### config.mk
export PLATFORM = sky130hd
export DESIGN_NAME = grf_write_arbiter
export DESIGN_NICKNAME = d
export VERILOG_FILES = /design/src/rtl/grf_write_arbiter.sv
export SDC_FILE = /design/constraint.sdc
export NUM_CORES = 1
export LEC_CHECK = 0
export CAP_MARGIN = 15
export CORE_MARGIN = 2
export CORE_UTILIZATION = 45
export DETAILED_ROUTE_END_ITERATION = 8
export PLACE_DENSITY = 0.86
export SLEW_MARGIN = 20
export SYNTH_ARGS = -nofsm -noshare
export SYNTH_HDL_FRONTEND = slang
export SYNTH_SLANG_ARGS = --single-unit
### constraint.sdc
create_clock -name clk -period 6.65 [get_ports clk]
set_clock_uncertainty 0.2 [all_clocks]
set_input_delay 0.665 -clock clk [delete_from_list [all_inputs] [get_ports clk]]
set_output_delay 0.665 -clock clk [all_outputs]
set_load 0.05 [all_outputs]
### src/rtl/grf_write_arbiter.sv
// grf_write_arbiter: shares the GRF write port between the W stage and buffered LU results, with a busy scoreboard
// Ports:
//   clk, reset (async, active-low)
//   issue_valid/issue_rd -> issue_ready : LU issue handshake, gated by scoreboard and outstanding limit
//   pipe_we/pipe_a3/pipe_wd              : W-stage write request, always has priority
//   lu_valid/lu_rd/lu_wd -> lu_ready     : LU result handshake into the result FIFO
//   grf_we/grf_a3/grf_wd                 : GRF write port
//   busy                                 : per-register pending-LU-write scoreboard (bit 0 always 0)
//   pipe_hold                            : registered one-cycle request to idle the W stage
module grf_write_arbiter #(
  parameter int DEPTH        = 2,
  parameter int MAX_OUT      = 4,
  parameter int STARVE_LIMIT = 3
) (
  input  logic        clk,
  input  logic        reset,
  input  logic        issue_valid,
  input  logic [4:0]  issue_rd,
  output logic        issue_ready,
  input  logic        pipe_we,
  input  logic [4:0]  pipe_a3,
  input  logic [31:0] pipe_wd,
  input  logic        lu_valid,
  input  logic [4:0]  lu_rd,
  input  logic [31:0] lu_wd,
  output logic        lu_ready,
  output logic        grf_we,
  output logic [4:0]  grf_a3,
  output logic [31:0] grf_wd,
  output logic [31:0] busy,
  output logic        pipe_hold
);
  localparam int PW = $clog2(DEPTH);
  localparam int CW = PW + 1;
  localparam int OW = $clog2(MAX_OUT + 1);
  localparam int SW = $clog2(STARVE_LIMIT + 1);

  logic [4:0]    rd_mem_q [DEPTH];
  logic [4:0]    rd_mem_d [DEPTH];
  logic [31:0]   wd_mem_q [DEPTH];
  logic [31:0]   wd_mem_d [DEPTH];
  logic [PW-1:0] wr_ptr_q, wr_ptr_d, rd_ptr_q, rd_ptr_d;
  logic [CW-1:0] count_q, count_d;
  logic [OW-1:0] outstanding_q, outstanding_d;
  logic [SW-1:0] starve_q, starve_d;
  logic [31:0]   busy_q, busy_d;
  logic          hold_q, hold_d;
  logic          full, empty, push, pop, issue_acc, blocked;
  logic [4:0]    head_rd;
  logic [31:0]   head_wd;

  always_comb begin
    full        = count_q == CW'(DEPTH);
    empty       = count_q == '0;
    head_rd     = rd_mem_q[rd_ptr_q];
    head_wd     = wd_mem_q[rd_ptr_q];
    lu_ready    = !full;
    push        = lu_valid && !full;
    // W stage always wins; the buffer head only drains in idle W-stage cycles
    pop         = !pipe_we && !empty;
    blocked     = pipe_we && !empty;
    issue_ready = !busy_q[issue_rd] && outstanding_q < OW'(MAX_OUT);
    issue_acc   = issue_valid && issue_ready;
    grf_we      = pipe_we || !empty;
    grf_a3      = pipe_we ? pipe_a3 : empty ? 5'd0 : head_rd;
    grf_wd      = pipe_we ? pipe_wd : empty ? 32'd0 : head_wd;
    busy        = busy_q;
    pipe_hold   = hold_q;
    rd_mem_d    = rd_mem_q;
    wd_mem_d    = wd_mem_q;
    if (push) begin
      rd_mem_d[wr_ptr_q] = lu_rd;
      wd_mem_d[wr_ptr_q] = lu_wd;
    end
    wr_ptr_d      = wr_ptr_q + PW'(push);
    rd_ptr_d      = rd_ptr_q + PW'(pop);
    count_d       = count_q + CW'(push) - CW'(pop);
    outstanding_d = outstanding_q + OW'(issue_acc) - OW'(pop);
    // issue to a busy register is refused, so set and clear never target the same bit
    busy_d = busy_q;
    if (pop) busy_d[head_rd] = 1'b0;
    if (issue_acc) busy_d[issue_rd] = 1'b1;
    busy_d[0] = 1'b0;
    // saturate so a W stage ignoring pipe_hold cannot wrap the counter
    starve_d = pop ? '0 : (blocked && starve_q != SW'(STARVE_LIMIT)) ? starve_q + SW'(1) : starve_q;
    hold_d   = !hold_q && blocked && starve_q == SW'(STARVE_LIMIT - 1);
  end

  always_ff @(posedge clk or negedge reset) begin
    if (!reset) begin
      rd_mem_q      <= '{default: '0};
      wd_mem_q      <= '{default: '0};
      wr_ptr_q      <= '0;
      rd_ptr_q      <= '0;
      count_q       <= '0;
      outstanding_q <= '0;
      starve_q      <= '0;
      busy_q        <= '0;
      hold_q        <= 1'b0;
    end else begin
      rd_mem_q      <= rd_mem_d;
      wd_mem_q      <= wd_mem_d;
      wr_ptr_q      <= wr_ptr_d;
      rd_ptr_q      <= rd_ptr_d;
      count_q       <= count_d;
      outstanding_q <= outstanding_d;
      starve_q      <= starve_d;
      busy_q        <= busy_d;
      hold_q        <= hold_d;
    end
  end
endmodule

==> summary.md <==
The run finished with clean final reports. Power density of the placed cells: 541 mW/mm². Data arrives at the worst endpoint at 3.85 ns. Pin placement for this block handled 157 I/O pins.

Number of antenna diodes: 0. Total number of clock tree sinks: 115. The global-route congestion overflow total is 0.

The cell count after placement was 839. The fraction of registers with async set/reset is 1.00. The tools report the startpoint class of the critical path as an input port. Buffers inserted during clock tree synthesis total 17. Counting flops with a built-in enable in the synthesized netlist gives 0.

Clock-pin slew was measured on the worst setup and hold paths at 0.06 ns. Ranked by instance count, the synthesized netlist is headed by sky130_fd_sc_hd__dfrtp_1, sky130_fd_sc_hd__o21ai_0, sky130_fd_sc_hd__mux2_2. The run gives 0 as the count of endpoints failing hold in the final timing report. The max-slew violation count came out at 0. Yosys mapped the design onto 50 distinct sky130hd cell types. The post-layout minimum cycle time works out to 4.72 ns.

The logs give 25.8 mm for the wire length of the first global-routing pass and 779 for the number of nets in the layout. The most common flop cell mapped by yosys is sky130_fd_sc_hd__dfrtp_1. After detailed routing, the average wire length per cell comes to 18.5 µm.

The cell area that synthesis handed to floorplanning was 0.00586 mm². The part of the power in the clock network was 0.222. Counting every net in the synthesized netlist gives 632.

The initial core utilization is 0.462, and the design internal power is 2.56 mW. The number of standard cells in the final layout excluding fillers is 871, and the final instance area is 0.00816 mm². After legalization and detailed placement, the total HPWL measured 11.2 mm. The remaining design rule violation count is 0, and the highest net fanout along the worst path is 19. Port buffering added 155 buffers. The tools report the final standard cell utilization of the core as 0.644. The worst slew margin relative to its limit is 0.244. The run gives 16.1 mm as the detailed-route wire length. At the pin with the least slew margin, the transition time is 1.12 ns. Adding up every negative setup slack in the final design gives 0 ns. The total power after layout was 4.41 mW. Share of layout cells above drive strength 1: 0.177. TritonCTS built the clock tree. The path type of the worst setup path is in2out. The source-to-sink clock delay at the later pin of the worst-skew pair is 0.41 ns.

OpenSTA, run right after detailed placement, puts the worst setup slack at 1.94 ns. The peak supply drop is 0.312 mV, and the area share of the leading cell type in the synthesized netlist is 0.491. For the count of hold-fix buffers inserted at cts, the log shows 0.

Setup repair after global routing left no endpoint under its margin. Routability-driven placement finished with a final weighted congestion of 0.913. In this run the mean area of a mapped cell was 10.9 µm². Counting every instance in the synthesized netlist gives 539.

The tool flagged a number of max-cap violations equal to 0. Using the TritonRoute via totals, the vias-per-cell ratio works out to 5.54. In this run the core area contains 41 standard-cell rows. The tools report the net switching power figure as 1.85 mW.

Area overhead of the layout relative to synthesis: 39.3%. Summed over all instances, the cell type with the most area after synthesis is sky130_fd_sc_hd__dfrtp_1. The logs give 69 for the pin count of the biggest net entering global routing and 0 for the final count of negative-setup-slack endpoints. In this run, the number of DRC markers left after iteration 0 of detailed routing was 365.

On the final layout, the worst hold slack is 0.0760 ns. Derived from the worst setup path, the maximum achievable clock frequency is 0.212 GHz. Detailed routing inserted a total of 4826 vias. The worst setup path is captured at an output port. The logs give 0.491 for the sequential fraction of the synthesis area and 0.292 for the sequential cell fraction of total power. The count of nets left with antenna violations once routing finished came out at 0.

The combinational group share of total power is 0.486, and the overall fraction of global-route tracks in use is 0.234. The clock tree root buffer cell was sky130_fd_sc_hd__clkbuf_16. The critical path starts at issue_rd[1].

Sorting the synthesized cells by area gives the leading types as sky130_fd_sc_hd__dfrtp_1, sky130_fd_sc_hd__mux2_2, sky130_fd_sc_hd__o21ai_0. Among all cell types in the netlist, the one instantiated most often is sky130_fd_sc_hd__dfrtp_1. In this run the critical register-to-register path is launched from count_q[1]$_DFF_PN0_.

Gates resized during post-CTS repair numbered 0. The first-pass detailed-route iteration total was 6; the die footprint was 0.0139 mm². For the worst setup path, the data required time is 5.78 ns. The total setup buffers inserted after CTS is 0. Post-synthesis sequential element count: 115. The final worst-path cycle share was 0.709; the switching portion of total power was 0.419. The total area inside the core boundary comes to 0.0127 mm².

The path class of the tightest hold or removal check is in2async. Setup slack closes at 1.93 ns. In this run the deepest clock path goes through 2 buffers. In this run the static leakage power is 3.42 nW.

The tools report the cell area after placement as 0.00751 mm². The die is 118 µm tall. The x dimension of the die was 118 µm.

The clock tree synthesis step divided the H-tree into 4 levels. The tools report the count of warnings emitted by yosys as 0. The run gives 0 as the number of antenna violations at the first check in global routing. For the number of global-route vias before repair, the log shows 5159.
[routing by layer]
metal / GRT usage / up-vias / routed length [µm]
met2: 0.409 / 210 / 8110
met1: 0.264 / 2367 / 6350
met4: 0.0836 / 0 / 302
li1: - / 2215 / -
met3: 0.0833 / 34 / 1370
met5: 0 / - / 0
[registers in the layout, indices dropped and copies added (netlist names)]
signal,count
starve_q,2
rd_mem_q,10
outstanding_q,3
wr_ptr_q,1
rd_ptr_q,1
wd_mem_q,64
busy,31
count_q,2
pipe_hold,1
[cell families after synthesis]
kind of cell | count (synthesis) | share of synthesized area
AO/OA/AOI/OAI | 130 | 0.132
multiplexers | 120 | 0.224
flip-flops | 115 | 0.491
AND/OR/NAND/NOR | 111 | 0.0891
buffers and inverters | 48 | 0.0344
adder cells (fa/ha/maj) | 9 | 0.0205
XOR/XNOR | 5 | 0.00748
other | 1 | 0.000640
[worst paths after layout]
| kind | to | slack (ns) | cells after the start |
|---|---|---|---|
| setup / recovery | issue_ready | 1.93 | 7 |
| hold / removal | busy[5]$_DFF_PN0_ | 0.08 | 1 |
| setup reg to reg | outstanding_q[2]$_DFF_PN0_ | 3.39 | 9 |
| hold reg to reg | pipe_hold$_DFF_PN0_ | 0.25 | 1 |
| max in group asynchronous | rd_ptr_q$_DFF_PN0_ | 4.83 | 2 |
| min in group clk | pipe_hold$_DFF_PN0_ | 0.25 | 1 |
[power by group through the flow]
| stage | Combinational (mW) | Sequential (mW) | Clock, mW |
|---|---|---|---|
| floorplan | 1.22 | 1.51 | 0 |
| global placement | 2.07 | 1.27 | 0 |
| detailed placement | 2.14 | 1.29 | 0 |
| CTS | 2.15 | 1.28 | 0.993 |
| global route | 2.27 | 1.33 | 1.03 |
| finish | 2.14 | 1.29 | 0.981 |
[critical path: stages]
cell and delay, ns:
sky130_fd_sc_hd__clkdlybuf4s50_1 1.10, sky130_fd_sc_hd__mux2_4 0.36, sky130_fd_sc_hd__a32oi_2 0.26, sky130_fd_sc_hd__a2bb2oi_2 0.24, sky130_fd_sc_hd__nand3_2 0.17, sky130_fd_sc_hd__nor3b_1 0.22, sky130_fd_sc_hd__clkdlybuf4s50_1 0.83
[cells in the final DEF, fill, tap and decap left out, drive strengths merged, types with 5 or more instances in the layout]
cell type | netlist | routed
clkdlybuf4s50 | 0 | 154
dfrtp | 115 | 115
o21ai | 98 | 98
mux2 | 75 | 75
nand2 | 65 | 65
mux2i | 44 | 44
clkbuf | 17 | 21
inv | 17 | 18
nor2 | 12 | 12
o31ai | 9 | 9
nand3 | 8 | 8
ha | 8 | 8
nor3 | 5 | 5
xnor2 | 5 | 5
[cell type report]
class | instances | area (µm²)
inverter | 18 | 67.6
sequential | 115 | 2880
tap | 172 | 215
timing repair buffer | 158 | 1570
fill | 985 | 4510
clock inverter | 11 | 174
multi-input combinational | 376 | 2780
clock buffer | 21 | 470
Power figures use the tool's default switching activity.
